`src/rtl/addsub_pkg.sv`:
```
// Shared definitions for the bit-serial adder/subtractor:
// controller state encoding and the default operand width.
package addsub_pkg;

  typedef enum logic [1:0] {
    IDLE = 2'd0,
    RUN  = 2'd1,
    DONE = 2'd2
  } state_t;

  localparam int WIDTH_DEFAULT = 8;

endpackage

```
`src/rtl/full_adder_1b.sv`:
```
// One-bit full adder. The serial datapath reuses this single cell every
// RUN cycle, feeding its carry back through a register.
module full_adder_1b (
  input  logic i_a,
  input  logic i_b,
  input  logic i_c,
  output logic o_s,
  output logic o_c
);

  assign o_s = i_a ^ i_b ^ i_c;
  assign o_c = (i_a & i_b) | (i_a & i_c) | (i_b & i_c);

endmodule

```
`src/rtl/serial_addsub.sv`:
```
// Bit-serial unsigned adder/subtractor, LSB first, one bit per clock.
// Subtraction is A + ~B + 1: B is inverted bit by bit and the carry is
// preloaded with Sub.
// Optional feature: define SERIAL_ADDSUB_SIGNED_EN to add the signed
// overflow output Ovf (carry into MSB XOR carry out of MSB).
module serial_addsub
  import addsub_pkg::*;
#(
  parameter int WIDTH = WIDTH_DEFAULT
) (
  input  logic             clk,
  input  logic             rst_n,
  input  logic             start,
  input  logic             Sub,
  input  logic [WIDTH-1:0] A,
  input  logic [WIDTH-1:0] B,
  output logic             busy,
  output logic             done,
  output logic [WIDTH-1:0] result,
  output logic             Co,
  output logic             valid
`ifdef SERIAL_ADDSUB_SIGNED_EN
  ,
  output logic             Ovf
`endif
);

  // Counter must be able to hold WIDTH itself: RUN walks cnt = 0..WIDTH,
  // with cnt = WIDTH being the wrap-up cycle that hands off to DONE.
  localparam int CNT_W = $clog2(WIDTH + 1);
  localparam logic [CNT_W-1:0] LAST_CNT = CNT_W'(WIDTH);
`ifdef SERIAL_ADDSUB_SIGNED_EN
  localparam logic [CNT_W-1:0] MSB_CNT  = CNT_W'(WIDTH - 1);
`endif

  state_t           r_state;
  logic [WIDTH-1:0] r_a;
  logic [WIDTH-1:0] r_b;
  logic [WIDTH-1:0] r_sum;
  logic             r_sub;
  logic             r_carry;
  logic [CNT_W-1:0] r_cnt;
  logic             r_busy;
  logic             r_done;
  logic [WIDTH-1:0] r_result;
  logic             r_co;
  logic             r_valid;
`ifdef SERIAL_ADDSUB_SIGNED_EN
  logic             r_cmsb;
  logic             r_ovf;
`endif

  logic w_a;
  logic w_b;
  logic w_s;
  logic w_c;

  // Current operand bits; B is conditionally inverted for subtraction.
  assign w_a = r_a[0];
  assign w_b = r_b[0] ^ r_sub;

  full_adder_1b u_fa (
    .i_a (w_a),
    .i_b (w_b),
    .i_c (r_carry),
    .o_s (w_s),
    .o_c (w_c)
  );

  // Controller, operand shifters and registered outputs in one FSM.
  always_ff @(posedge clk or negedge rst_n) begin
    if (!rst_n) begin
      r_state  <= IDLE;
      r_a      <= '0;
      r_b      <= '0;
      r_sum    <= '0;
      r_sub    <= 1'b0;
      r_carry  <= 1'b0;
      r_cnt    <= '0;
      r_busy   <= 1'b0;
      r_done   <= 1'b0;
      r_result <= '0;
      r_co     <= 1'b0;
      r_valid  <= 1'b0;
`ifdef SERIAL_ADDSUB_SIGNED_EN
      r_cmsb   <= 1'b0;
      r_ovf    <= 1'b0;
`endif
    end else begin
      r_done <= 1'b0;
      case (r_state)
        IDLE: begin
          if (start) begin
            r_a     <= A;
            r_b     <= B;
            r_sub   <= Sub;
            r_carry <= Sub;
            r_cnt   <= '0;
            r_busy  <= 1'b1;
            r_state <= RUN;
          end
        end
        RUN: begin
          if (r_cnt == LAST_CNT) begin
            // All bits processed: publish result alongside the done pulse.
            r_result <= r_sum;
            r_co     <= r_carry;
            r_valid  <= ~(r_sub ^ r_carry);
`ifdef SERIAL_ADDSUB_SIGNED_EN
            r_ovf    <= r_cmsb ^ r_carry;
`endif
            r_done   <= 1'b1;
            r_state  <= DONE;
          end else begin
            r_a     <= r_a >> 1;
            r_b     <= r_b >> 1;
            r_sum   <= {w_s, r_sum[WIDTH-1:1]};
            r_carry <= w_c;
            r_cnt   <= r_cnt + 1'b1;
`ifdef SERIAL_ADDSUB_SIGNED_EN
            // Remember the carry entering the MSB for the overflow flag.
            if (r_cnt == MSB_CNT) r_cmsb <= r_carry;
`endif
          end
        end
        DONE: begin
          r_busy  <= 1'b0;
          r_state <= IDLE;
        end
        default: begin
          r_busy  <= 1'b0;
          r_state <= IDLE;
        end
      endcase
    end
  end

  assign busy   = r_busy;
  assign done   = r_done;
  assign result = r_result;
  assign Co     = r_co;
  assign valid  = r_valid;
`ifdef SERIAL_ADDSUB_SIGNED_EN
  assign Ovf    = r_ovf;
`endif

endmodule

```
`config.mk`:
```
export PLATFORM = sky130hd
export DESIGN_NAME = serial_addsub
export DESIGN_NICKNAME = d
export VERILOG_FILES = /design/src/rtl/addsub_pkg.sv /design/src/rtl/full_adder_1b.sv /design/src/rtl/serial_addsub.sv
export SDC_FILE = /design/constraint.sdc
export NUM_CORES = 1
export LEC_CHECK = 0
export ABC_AREA = 0
export CELL_PAD_IN_SITES_DETAIL_PLACEMENT = 0
export CELL_PAD_IN_SITES_GLOBAL_PLACEMENT = 2
export CORE_MARGIN = 10
export CORE_UTILIZATION = 40
export CTS_CLUSTER_SIZE = 28
export DETAILED_ROUTE_END_ITERATION = 12
export HOLD_SLACK_MARGIN = 0.02
export PLACE_DENSITY_LB_ADDON = 0.05
export RECOVER_POWER = 25
export SYNTH_ARGS = -nofsm -noshare
export SYNTH_HDL_FRONTEND = slang
export SYNTH_SLANG_ARGS = --single-unit
```
`constraint.sdc`:
```
create_clock -name clk -period 3.65 [get_ports clk]
set_clock_uncertainty 0.15 [all_clocks]
set_input_delay 0.73 -clock clk [delete_from_list [all_inputs] [get_ports clk]]
set_output_delay 0.73 -clock clk [all_outputs]
set_load 0.1 [all_outputs]
```
* Word-level counts from Yosys, hierarchy flattened
Cells that the tools add are included.
** Word-level totals
- Flip-flop bits (word level) :: 44
- Input bits :: 20
- Output and inout port bits :: 12
** Cells by class
- Add/subtract/negate cells :: 1
- Equal/unequal tests :: 5
- Muxes and demuxes :: 19
- Bitwise gates (word level) :: 12
- Reduce and logical (&&, ||, !) cells :: 8
** Operators with widths (number)
- 8-bit two-way mux :: 4
- 8-bit one-hot mux with 2 select lines :: 2
- 2-bit AND reduction :: 5
- 4-bit two-way mux :: 2
- 4-bit one-hot mux with 2 select lines :: 1
- 2-bit != test, second input constant :: 3
- 1-bit two-way mux :: 5
- 4-bit by 1-bit adder with 4-bit output, second input constant :: 1
- 4-bit equality test, second input constant :: 1
- 2-bit two-way mux :: 2
- 1-bit one-hot mux with 2 select lines :: 2
- 2-bit one-hot mux with 2 select lines :: 1
- 1-bit XOR :: 4
- 1-bit bitwise AND :: 3
- 1-bit inverter :: 3
- 3-bit AND reduction :: 1
- 2-bit by 1-bit equality test with 1-bit output, second input constant :: 1
- 2-bit logical NOT :: 1
- 1-bit bitwise OR :: 2
- 2-bit nonzero test :: 1

* Logic depth before layout (Yosys ltp)
Gate-level depths: netlist of run 1.
- Depth after elaboration :: 6
- Gate-level depth with buffers :: 7
- Depth with buffers taken out :: 6

* By module
Synthesis of run 1 repeated with hierarchy kept, for this count alone.
** Unflattened totals
- Cells, all modules :: 134
- Area total of the unflattened synthesis :: 1994.4 um^2
** Modules (own cells, without submodules)
- serial_addsub :: times used 1, cells an instance 133, area an instance 1974.4 um^2, sequential area each 1101.1 um^2
- full_adder_1b :: times used 1, cells an instance 1, area an instance 20.0 um^2, sequential area each 0.0 um^2

* Worst setup path after synthesis of run 1
Ideal clock, no wire load.
- Kind :: register to register
- Start point :: register r_cnt[0]
- End point :: register r_b[0]
- Library setup time :: 125 ps
- Data arrival time :: 1641 ps
- Path slack :: 1734 ps
- Stages on the path, launching flop included :: 8
- Period minus slack after synthesis :: 1916 ps
- Cells stage by stage :: dfrtp_1 -> inv_1 -> ha_1 -> and3b_1 -> a211o_4 -> clkinv_8 -> buf_12 -> mux2_4
** Between the ends
- Longest elaborated chain between the ends :: 3
** Ends and longest elaborated chain
- start, declared :: RTL line serial_addsub.sv:42 : logic [CNT_W-1:0] r_cnt;
- start signal, assigned :: RTL line serial_addsub.sv:119 : r_cnt <= r_cnt + 1'b1;
- 4-bit equality test :: RTL line serial_addsub.sv:104 : if (r_cnt == LAST_CNT) begin
- 2-bit != test (no line)
- 3-bit AND reduction (no line)
- end signal, assigned :: RTL line serial_addsub.sv:116 : r_b <= r_b >> 1;
- end, declared :: RTL line serial_addsub.sv:38 : logic [WIDTH-1:0] r_b;
No other way between the ends.
A chain may end at the register's enable or synchronous reset.

* Worst setup path after layout of run 1
- Start point :: register r_busy (netlist: busy)
- End point :: output port busy
** RTL lines
- start, declared :: RTL line serial_addsub.sv:43 : logic r_busy;
- start signal, assigned :: RTL line serial_addsub.sv:80 : r_busy <= 1'b0;
- start signal, assigned :: RTL line serial_addsub.sv:99 : r_busy <= 1'b1;
- start signal, assigned :: RTL line serial_addsub.sv:127 : r_busy <= 1'b0;
- end, declared :: RTL line serial_addsub.sv:17 : output logic busy,
No word-level cell between the ends.

==> run summary, run 1 <==
Status - finished with violations
Violated checks - capacitance limit, slew limit
Hold_sp - result[3]
Synth area leader - dfrtp_1
Deepest clock path buffer count - 2
Hold Buf Count CTS - 0
Most frequent cell after synthesis - dfrtp_1
Num CTS Buffers - 5
Post-CTS Resized - 0
Root Driver - clkbuf_8
RSZ-0062 raised after global routing - false
Largest net degree at the start of global routing - 45
Fin Setup TNS - 0 ps
DRT antenna net count - 0
Synth top area share - 0.551
Slew HR - -0.550
Clk Latency, worst-skew pair - 290 ps
Yosys warning count - 0
CTS sink count - 44
Hold crit path type - register to register
Max-cap violations - 1
Initial core utilization - 0.418
Post-Route WL - 3570 µm
Core Rows - 25
CP endpoint kind - output pin
Synth cell types - 27
Post-DR wirelength/cell - 15.0 µm
Post-CTS Setup Inserts - 0
Max-slew violation count - 45
Multi-input logic area - 808 µm²
Vias post-DR - 1159
Cell Chain, Critical Path - clkdlybuf4s50_1
Clock transition at path regs - 70 ps
Synth top cells by count - 44 x dfrtp_1, 36 x mux2_2, 8 x mux2_4
# fillers - 437
Ranking of synthesized cells by area - dfrtp_1 55%, mux2_2 20%, mux2_4 6.0%, a22o_2 1.5%, mux2i_1 1.5%
Critical R2R Launch - r_cnt[0]
Avg Cell Area, Syn - 14.8 µm²
Crit-path max cell delay - 1140 ps
Synth Flop Type - dfrtp_1
Post-Syn Nets - 158
Fin. Hold Viols - 0
Slowest-stage cell, CP - clkdlybuf4s50_1
1st-iter DRT viols - 32
CTS tree - done
Worst slew pin tran - 2330 ps
Setup-failing EPs final - 0
Vias/cell - 4.89
Port bufs - 31
GRT Util Overall - 0.0924
Drc violations - 0
Share of post-route cells with drive strength above 1 - 0.359
Initial antenna violation count - 0
Worst Setup Start Kind - register
GPL Wtd Cong - 0.719
Die X-Extent - 90.7 µm
Sequential Area - 1100 µm²
Ys async rst share - 1.00
Minimum clock period - 2680 ps
First-pass GRT wire length - 6170 µm
Synth Instances - 135
Layout Nets - 192
Worst setup startpoint - busy
Max FO, Critical Path - 2
FMAX - 373 MHz
# IOs - 32
WP buf/inv - 1
Worst EP required - 2770 ps
Drt first pass iters - 4
Synthesis-stage register bit count - 44
Critical path class - register to output pin
Vias in the first global route - 1265
Crit share post-route - 0.735
H-tree levels - 2
Seq/Total Area, Yosys - 0.551
Total global routing overflow - 0
Worst EP arrival - 1800 ps
Number of synthesized flops with an enable pin - 0
Crit path max-delay family - buffers and inverters
ANT cells - 0
Area delta synth->final - 23.1%
Synthesized area - 2000 µm²
DIE AREA - 8230 µm²
Core Area - 4790 µm²
Hpwl dp - 2630 µm
Die Y - 90.7 µm
-- flip-flops by register name, indices dropped and copies added, names as in the netlist --
name / count
valid: 1
busy: 1
Co: 1
r_a: 8
r_carry: 1
r_cnt: 4
r_sum: 8
done: 1
r_state: 2
r_b: 8
result: 8
r_sub: 1
-- cells by family after synthesis --
group	Yosys count	share of synthesized area
multiplexers	47	0.278
adder cells (fa/ha/maj)	3	0.0225
flip-flops	44	0.551
buffers and inverters	11	0.0451
AND/OR/NAND/NOR	14	0.0426
XOR/XNOR	3	0.0131
AO/OA/AOI/OAI	13	0.0482
-- path summary, 6_finish.rpt --
check                                 end  cells past startpoint  slack [ps]
worst min register to register  result[3]                      1         360
min in group asynchronous        r_sum[2]                      1         990
worst max register to register  result[6]                      5        1270
max in group asynchronous              Co                      1        1050
worst max-delay path                 busy                      1         970
worst min-delay path            result[3]                      1         360
-- placed cells by master (no fill, tap or decap), types with 3 or more instances in the layout --
cell type	count
nand3_1	3
mux2i_1	3
a22o_2	3
nor2_1	4
xnor2_1	3
o21ai_0	4
clkdlybuf4s50_1	27
mux2_2	36
inv_1	5
clkbuf_8	7
dfrtp_1	44
a21oi_1	3
buf_4	3
mux2_4	8
-- final cells by class --
cell class              count  share of cell area
clock buffers               7              0.0391
clock inverters             1              0.0122
repair buffers             32               0.125
multi-input cells          80               0.328
flip-flops and latches     44               0.447
well taps                  67              0.0341
inverters                   6              0.0142
-- through the flow --
step                      instance area, µm²  hold WS (ps)  instances  utilization  worst slack (ps)
final                                   2460           359        237        0.514               968
after global routing                    2460           370        237        0.514               556
after CTS                               2460           363        237        0.515               954
after detailed placement                2340           344        229        0.488              1240
after global placement                  2340           335        229        0.488              1280
after floorplan                         2000           284        135            -              1730
-- routing by layer --
layer  routed length (µm)  GRT usage
met1                 1550      0.102
met2                 1740      0.153
met3                  210     0.0357
met4                   65     0.0438
met5                    0          0
Power of run 1 is not shown: default switching activity piles up to over one toggle a cycle in this logic, so the estimate is an artifact.
==> run 2: changes to the inputs <==
--- a/config.mk
+++ b/config.mk
@@ -9,7 +9,7 @@
 export CELL_PAD_IN_SITES_DETAIL_PLACEMENT = 0
 export CELL_PAD_IN_SITES_GLOBAL_PLACEMENT = 2
 export CORE_MARGIN = 10
-export CORE_UTILIZATION = 40
+export CORE_UTILIZATION = 33
 export CTS_CLUSTER_SIZE = 28
 export DETAILED_ROUTE_END_ITERATION = 12
 export HOLD_SLACK_MARGIN = 0.02
==> constraint.sdc (replaced) <==
create_clock -name clk -period 2.45 [get_ports clk]
set_clock_uncertainty 0.15 [all_clocks]
set_input_delay 0.49 -clock clk [delete_from_list [all_inputs] [get_ports clk]]
set_output_delay 0.49 -clock clk [all_outputs]
set_load 0.1 [all_outputs]
==> run 2 against run 1 <==
The run now ends clean; first-iteration DRC count decreased by 78%; critical endpoint is now r_a[3]; sequential cell count unchanged; worst setup slack got worse by 500 ps; die area is 16% higher; critical path type is now register to register.
==> run summary, run 2 (synthesis results as in run 1) <==
Status - finished, final reports clean (was finished with violations)
Slowest-stage cell, CP - dfrtp_1 (was clkdlybuf4s50_1)
Vias/cell - 4.56 (was 4.89)
CTS tree - done (unchanged)
Hold Buf Count CTS - 0 (unchanged)
Critical path class - register to register (was register to output pin)
# IOs - 32 (unchanged)
Slew HR - 0.153 (was -0.550)
Cell Chain, Critical Path - inv_1 > ha_1 > and3b_1 > a211o_4 > clkinv_8 > mux2_2 (was clkdlybuf4s50_1)
Crit share post-route - 0.808
FF-to-FF path depth - 6 (was 5)
Drc violations - 0 (unchanged)
Post-CTS Resized - 0 (unchanged)
Max-slew violation count - 0 (was 45)
GRT Util Overall - 0.0817 (was 0.0924)
Multi-input logic area - 808 µm² (unchanged)
Layout Nets - 195 (was 192)
Initial core utilization - 0.340 (was 0.418)
Clock transition at path regs - 90 ps (was 70 ps)
Total global routing overflow - 0 (unchanged)
Clk Latency, worst-skew pair - 290 ps (about the same)
Worst EP arrival - 2010 ps (was 1800 ps)
Share of post-route cells with drive strength above 1 - 0.428 (was 0.359)
Crit-path max cell delay - 380 ps (was 1140 ps)
Minimum clock period - 1980 ps
Post-CTS Setup Inserts - 0 (unchanged)
Core Area - 5890 µm² (was 4790 µm²)
Max-cap violations - 0 (was 1)
Commonest non-fill, non-tap cells in the layout - 44 x dfrtp_1, 36 x mux2_2, 18 x clkdlybuf4s50_1 (was 44 x dfrtp_1, 36 x mux2_2, 27 x clkdlybuf4s50_1)
Core Rows - 28 (was 25)
1st-iter DRT viols - 7 (was 32)
End of the worst register-to-register path - r_a[3] (was result[6])
Critical R2R Launch - r_cnt[0] (unchanged)
Fin Setup TNS - 0 ps (unchanged)
Vias post-DR - 1131 (was 1159)
Post-Route WL - 3800 µm (was 3570 µm)
FMAX - 505 MHz
RSZ-0062 raised after global routing - false (unchanged)
Reg-to-reg slack, setup - 470 ps (was 1270 ps)
Deepest clock path buffer count - 2 (unchanged)
Fin. Hold Viols - 0 (unchanged)
Max FO, Critical Path - 19 (was 2)
Worst EP required - 2480 ps (was 2770 ps)
Largest net degree at the start of global routing - 24 (was 45)
Vias in the first global route - 1283 (was 1265)
First-pass GRT wire length - 6400 µm (was 6170 µm)
Hold crit path type - input port to async pin (was register to register)
Area delta synth->final - 22.8% (was 23.1%)
GPL Wtd Cong - 0.655 (was 0.719)
Port bufs - 31 (unchanged)
Crit path max-delay family - flip-flops (was buffers and inverters)
Worst setup startpoint - r_cnt[0] (was busy)
Initial antenna violation count - 0 (unchanged)
DRT antenna net count - 0 (unchanged)
Worst Setup Start Kind - register (unchanged)
DIE AREA - 9570 µm² (was 8230 µm²)
Worst slew pin tran - 1270 ps (was 2330 ps)
Post-DR wirelength/cell - 15.3 µm (was 15.0 µm)
Die X-Extent - 97.8 µm (was 90.7 µm)
Setup-failing EPs final - 0 (unchanged)
Die Y - 97.8 µm (was 90.7 µm)
Hpwl dp - 2820 µm (was 2630 µm)
Sequential Area - 1100 µm² (unchanged)
Drt first pass iters - 4 (unchanged)
ANT cells - 0 (unchanged)
H-tree levels - 2 (unchanged)
Root Driver - clkbuf_8 (unchanged)
# fillers - 554 (was 437)
WP buf/inv - 2 (was 1)
CP endpoint kind - register (was output pin)
Num CTS Buffers - 5 (unchanged)
Commonest non-fill, non-tap cell in the layout - dfrtp_1 (unchanged)
CTS sink count - 44 (unchanged)
==> run 2: changes by cell type in the layout (fill, tap and decap cells not counted) <==
cell and change:
buf_4 +12, clkbuf_2 +1, inv_6 +1, clkdlybuf4s50_1 -9
dlygate4sd3_1 -1, clkinvlp_4 +1, clkbuf_8 -2
==> run 2: cell type report <==
class | count | share of cell area
Sequential cell | 44 | 0.449
Multi-Input combinational cell | 80 | 0.329
Timing Repair Buffer | 35 | 0.123
Tap cell | 75 | 0.0382
Clock buffer | 5 | 0.0280
Clock inverter | 3 | 0.0189
Inverter | 6 | 0.0143
==> run 2: worst max-delay path by stage <==
stage | cells past startpoint | slack, ps | to
after floorplan | 7 | 530 | r_b[0]
after global placement | 5 | 310 | r_a[1]
after detailed placement | 5 | 310 | r_b[6]
after CTS | 6 | 460 | r_b[6]
after global routing | 2 | 320 | r_cnt[0]
final | 6 | 470 | r_a[3]
==> run 2: per-stage QoR <==
step	util	worst slack (ps)	cells	cell area, µm²	hold slack [ps]
final	0.417	470	248	2450	295
after global routing	0.417	325	248	2450	375
after CTS	0.420	464	248	2470	33.3
after detailed placement	0.400	309	240	2360	344
after global placement	0.400	313	240	2360	334
after floorplan	-	534	135	2000	44.4
==> run 2: worst reg2reg max path, delay by kind of cell (launching register included) <==
family,cells,cell delay [ps]
flip-flops,1,380
buffers and inverters,2,200
multiplexers,1,340
adder cells (fa/ha/maj),1,210
AO/OA/AOI/OAI,1,380
AND/OR/NAND/NOR,1,210
==> run 2: layer usage <==
layer | vias up | part of all wire | track usage
met4 | 0 | 0.013 | 0.0336
met2 | 26 | 0.47 | 0.131
met5 | - | 0 | 0
met3 | 4 | 0.049 | 0.0275
met1 | 552 | 0.46 | 0.0974
li1 | 549 | - | -
Power of run 2 is left out for the same reason.
==> run 3: changes to the inputs <==
--- a/config.mk
+++ b/config.mk
@@ -9,7 +9,7 @@
 export CELL_PAD_IN_SITES_DETAIL_PLACEMENT = 0
 export CELL_PAD_IN_SITES_GLOBAL_PLACEMENT = 2
 export CORE_MARGIN = 10
-export CORE_UTILIZATION = 33
+export CORE_UTILIZATION = 37
 export CTS_CLUSTER_SIZE = 28
 export DETAILED_ROUTE_END_ITERATION = 12
 export HOLD_SLACK_MARGIN = 0.02
==> constraint.sdc (replaced) <==
create_clock -name clk -period 1.87 [get_ports clk]
set_clock_uncertainty 0.15 [all_clocks]
set_input_delay 0.374 -clock clk [delete_from_list [all_inputs] [get_ports clk]]
set_output_delay 0.374 -clock clk [all_outputs]
set_load 0.1 [all_outputs]
==> run 3 against run 2 <==
Sequential share of layout area shrank 5.8 points; clock-buffer cell count grew 2; register-to-register slack lost 460 ps; highest routed layer unchanged.
==> run summary, run 3 (synthesis results as in run 1) <==
Status - finished, final reports clean (unchanged)
Sequential Area - 1100 µm² (unchanged)
Reg-to-reg slack, setup - 5 ps (was 470 ps)
CTS tree - done (unchanged)
Initial antenna violation count - 0 (unchanged)
ANT cells - 0 (unchanged)
Max FO, Critical Path - 8 (was 19)
Vias post-DR - 1218 (was 1131)
Hold crit path type - register to register (was input port to async pin)
RSZ-0062 raised after global routing - true (was false)
End of the worst register-to-register path - r_b[6] (was r_a[3])
First-pass GRT wire length - 6980 µm (was 6400 µm)
Max-slew violation count - 0 (unchanged)
Pre-CTS WS - -175 ps (was 309 ps)
Core Area - 5170 µm² (was 5890 µm²)
Max-cap violations - 0 (unchanged)
Setup-failing EPs final - 0 (unchanged)
Initial core utilization - 0.387 (was 0.340)
1st-iter DRT viols - 35 (was 7)
Deepest clock path buffer count - 2 (unchanged)
Worst slew pin tran - 627 ps (was 1270 ps)
Multi-input logic area - 871 µm² (was 808 µm²)
Minimum clock period - 1860 ps (was 1980 ps)
H-tree levels - 2 (unchanged)
Vias in the first global route - 1420 (was 1283)
Vias/cell - 4.67 (was 4.56)
Commonest non-fill, non-tap cell in the layout - dfrtp_1 (unchanged)
Share of post-route cells with drive strength above 1 - 0.492 (was 0.428)
Post-Route WL - 4100 µm (was 3800 µm)
Worst EP arrival - 1900 ps (was 2010 ps)
Post-DR wirelength/cell - 15.7 µm (was 15.3 µm)
Num CTS Buffers - 5 (unchanged)
Worst EP required - 1900 ps (was 2480 ps)
GPL Wtd Cong - 0.715 (was 0.655)
Fin worst setup slack - 5.02 ps (was 470 ps)
Clock transition at path regs - 80 ps (was 90 ps)
Drt first pass iters - 4 (unchanged)
FMAX - 536 MHz (was 505 MHz)
Commonest non-fill, non-tap cells in the layout - 44 x dfrtp_1, 27 x mux2_2, 18 x clkdlybuf4s50_1 (was 44 x dfrtp_1, 36 x mux2_2, 18 x clkdlybuf4s50_1)
Critical R2R Launch - r_cnt[1] (was r_cnt[0])
Port bufs - 31 (unchanged)
Worst Setup Start Kind - register (unchanged)
Die X-Extent - 93.5 µm (was 97.8 µm)
Critical path class - register to register (unchanged)
Fin. Hold Viols - 0 (unchanged)
# fillers - 439 (was 554)
Root Driver - clkbuf_8 (unchanged)
Area delta synth->final - 41.2% (was 22.8%)
Worst setup path end - r_b[6] (was r_a[3])
DRT antenna net count - 0 (unchanged)
Hpwl dp - 2970 µm (was 2820 µm)
Crit share post-route - 0.997 (was 0.808)
FF-to-FF path depth - 6 (unchanged)
Die Y - 93.5 µm (was 97.8 µm)
Worst setup startpoint - r_cnt[1] (was r_cnt[0])
Drc violations - 0 (unchanged)
Fin Setup TNS - 0 ps (unchanged)
CTS sink count - 44 (unchanged)
Slew HR - 0.582 (was 0.153)
CP endpoint kind - register (unchanged)
Core Rows - 26 (was 28)
DIE AREA - 8740 µm² (was 9570 µm²)
GRT Util Overall - 0.101 (was 0.0817)
Clk Latency, worst-skew pair - 290 ps (about the same)
Largest net degree at the start of global routing - 24 (unchanged)
Layout Nets - 213 (was 195)
# IOs - 32 (unchanged)
Total global routing overflow - 0 (unchanged)
[run 3: cell count changes in the layout (fill, tap and decap cells not counted), sizes merged]
cell         previous run  this run
buf                    15        31
clkbuf                  7         9
bufinv                  1         0
clkinv                  1         2
dlygate4sd3             0         1
inv                     6         5
[run 3: layout make-up]
| class | count | area share |
|---|---|---|
| clock inverters | 1 | 0.00266 |
| multi-input cells | 80 | 0.309 |
| inverters | 6 | 0.0124 |
| repair buffers | 52 | 0.219 |
| flip-flops and latches | 44 | 0.390 |
| well taps | 70 | 0.0310 |
| clock buffers | 7 | 0.0306 |
| repair inverters | 1 | 0.00576 |
[run 3: worst min path at each step]
stage,start,end,slack [ps],cells after the start
floorplan,rst_n,Co,-70,0
global placement,rst_n,result[2],230,1
detailed placement,rst_n,result[2],250,1
CTS,r_a[3],r_a[3],370,1
global route,r_sum[0],r_sum[0],380,1
finish,r_a[4],r_a[4],370,1
[run 3: metal layers]
layer	wire length, µm	global-route usage
met1	1770	0.116
met2	2000	0.165
met3	256	0.0344
met4	65	0.0463
met5	0	0
[run 3: per-stage QoR]
stage / util / hold WS (ps) / area [µm²] / cells
floorplan: - / -71.6 / 2000 / 135
global placement: 0.502 / 234 / 2600 / 246
detailed placement: 0.502 / 254 / 2600 / 246
CTS: 0.538 / 366 / 2780 / 258
global route: 0.546 / 384 / 2820 / 261
finish: 0.546 / 367 / 2820 / 261
[run 3: what timing repair did]
item	in CTS	in global routing
setup endpoints to repair	9	18
setup buffers	2	3
gates cloned	1	0
resized for setup	14	4
hold buffers	1	0
hold endpoints to repair	21	0
pin swaps	1	3
[run 3: worst max-delay path, cell delays in order, from the launching register on]
cell      delay, ps
dfrtp_1         370
inv_2            60
ha_4            150
and3b_2         210
a211o_4         400
clkinv_8        100
mux2_4          300
Power of run 3 is left out for the same reason.
==> patch: new RTL, settings of run 1 <==
Add an input register stage for `start`, `Sub`, `A` and `B`; this delays them by one clock.
--- a/src/rtl/serial_addsub.sv
+++ b/src/rtl/serial_addsub.sv
@@ -31,2 +31,14 @@
   localparam logic [CNT_W-1:0] LAST_CNT = CNT_W'(WIDTH);
+
+  logic start_q;
+  logic Sub_q;
+  logic [WIDTH-1:0] A_q;
+  logic [WIDTH-1:0] B_q;
+
+  always_ff @(posedge clk) begin
+    start_q <= start;
+    Sub_q   <= Sub;
+    A_q     <= A;
+    B_q     <= B;
+  end
 `ifdef SERIAL_ADDSUB_SIGNED_EN
@@ -92,7 +104,7 @@
         IDLE: begin
-          if (start) begin
-            r_a     <= A;
-            r_b     <= B;
-            r_sub   <= Sub;
-            r_carry <= Sub;
+          if (start_q) begin
+            r_a     <= A_q;
+            r_b     <= B_q;
+            r_sub   <= Sub_q;
+            r_carry <= Sub_q;
             r_cnt   <= '0;
Function: changed (Yosys sat finds a counterexample within 4 cycles, from zero or initial values and one cycle with rst_n low).
==> patch against run 1 <==
- the run still ends with capacitance limit, slew limit left
- cell area rose by 17%
- count of clock-buffer cells in the layout rose by 7
- synthesized area rose by 19%
- routed wire length rose by 11%
- sequential cell count rose by 18
- worst setup slack got worse by 0.017 ns
- largest cell class unchanged
==> patch: results (changes against run 1) <==
[timing]
drv_slew = 45  ; unchanged
maxSlewHeadroom = -0.5615  ; -0.01125

[routing]
first_iter_violations = 33  ; +3.1%
m1WireLength_mm = 1.750  ; +13%
drt-total-wl_mm = 3.970  ; +11%
met2_length_mm = 1.927  ; +11%
wl_met3_microns = 225  ; +7.1%
drt-vias-per-instance = 4.668  ; -4.5%

[clocking]
clk_latency_ns = 0.32  ; +0.03 ns
htreeDepth = 3  ; +1
cts_buffers = 9  ; +4

[logic_synthesis]
syn-mean-instance-area_sq_um = 15.07  ; +1.8%
synth_async_sr_flop_share = 0.7097  ; -0.2903
synth_area_leaders = dfrtp_1 46%, dfxtp_1 15%, mux2_2 14%, mux2_4 6.3%, mux2_1 1.9%
synth_top_cells_by_count = 44 x dfrtp_1, 30 x mux2_2, 18 x dfxtp_1
syn-num-nets = 181  ; +15%
ys_seq_area_frac = 0.6138  ; +0.06308
ys_types = 30  ; +11%

[placed_design]
gp_congestion = 0.7435  ; +3.4%
dp_slack_ns = 1.253  ; +0.008550 ns
place_area_sq_mm = 0.002706  ; +16%
dp_hpwl_mm = 2.760  ; +4.8%
placed_cells = 258  ; +13%

[run_status]
violations = capacitance limit, slew limit
status = finished, violations left

[grt]
use_met1 = 0.1006  ; -0.001080
grt_pass1_vias = 1409  ; +11%
grt_pass1_wl_mm = 6.844  ; +11%
grt_use_met2 = 0.1384  ; -0.01427
use_met3 = 0.03556  ; -0.0001821
grtUsageTotal = 0.08923  ; -0.003167

[final_layout]
fill_cells = 531  ; +22%
nNetsFinal = 217  ; +13%
antennaDiodeCount = 0  ; unchanged
drive_above_1_share = 0.2915  ; -0.06737
final-instance-count-excl-fill = 274  ; +16%

[critical_path]
path_delay_family = buffers and inverters
cp_slowest_cell = clkdlybuf4s50_1
critPathMaxStageDelay_ns = 1.14  ; about the same
critPathArrivalTime_ns = 1.82  ; +0.02 ns

[min_path]
hold_depth = 2  ; +1
hold_path.class = reg -> reg

[run]
max_cap_viol_count = 1  ; unchanged

[patch: cell count changes in the layout (fill, tap and decap cells not counted), moves of 4 or more]
cell,change
dlygate4sd3_1,+17
mux2_2,-6
clkdlybuf4s50_1,-18
mux2_1,+4
dfxtp_1,+18
clkbuf_1,+4
[patch: path summary, 6_finish.rpt]
| path | from | endpoint | slack (ns) |
|---|---|---|---|
| min reg2reg | A_q[7] | r_a[7] | 0.30 |
| max | result[0] | result[0] | 0.95 |
| min | A_q[7] | r_a[7] | 0.30 |
| max in group asynchronous | rst_n | r_a[3] | 1.04 |
| max reg2reg | r_cnt[0] | result[0] | 1.28 |
| min in group asynchronous | rst_n | r_sum[1] | 0.96 |
[patch: layout make-up]
cell class | instances | area, sq um | area share
clock inverter | 2 | 10.01 | 0.003490
clock buffer | 14 | 152.6 | 0.05323
timing repair buffer | 31 | 296.5 | 0.1034
inverter | 6 | 22.52 | 0.007853
sequential | 62 | 1461 | 0.5096
tap | 75 | 93.84 | 0.03272
multi-input combinational | 84 | 830.8 | 0.2897
[patch: report_power, final]
| part | leakage, nW | internal, mW | switching, mW | total (mW) |
|---|---|---|---|---|
| combinational | 0.533 | 0.539 | 0.783 | 1.32 |
| sequential | 0.696 | 0.924 | 0.143 | 1.07 |
| clock | 0.0844 | 0.264 | 0.231 | 0.495 |
[patch: kinds of logic after synthesis]
logic type               after synthesis  synth area share
AND/OR/NAND/NOR                       19           0.04782
adder cells (fa/ha/maj)                3           0.01892
XOR/XNOR                               2          0.007358
AO/OA/AOI/OAI                         12           0.03416
flip-flops                            62            0.6138
buffers and inverters                 12           0.03731
multiplexers                          48            0.2407
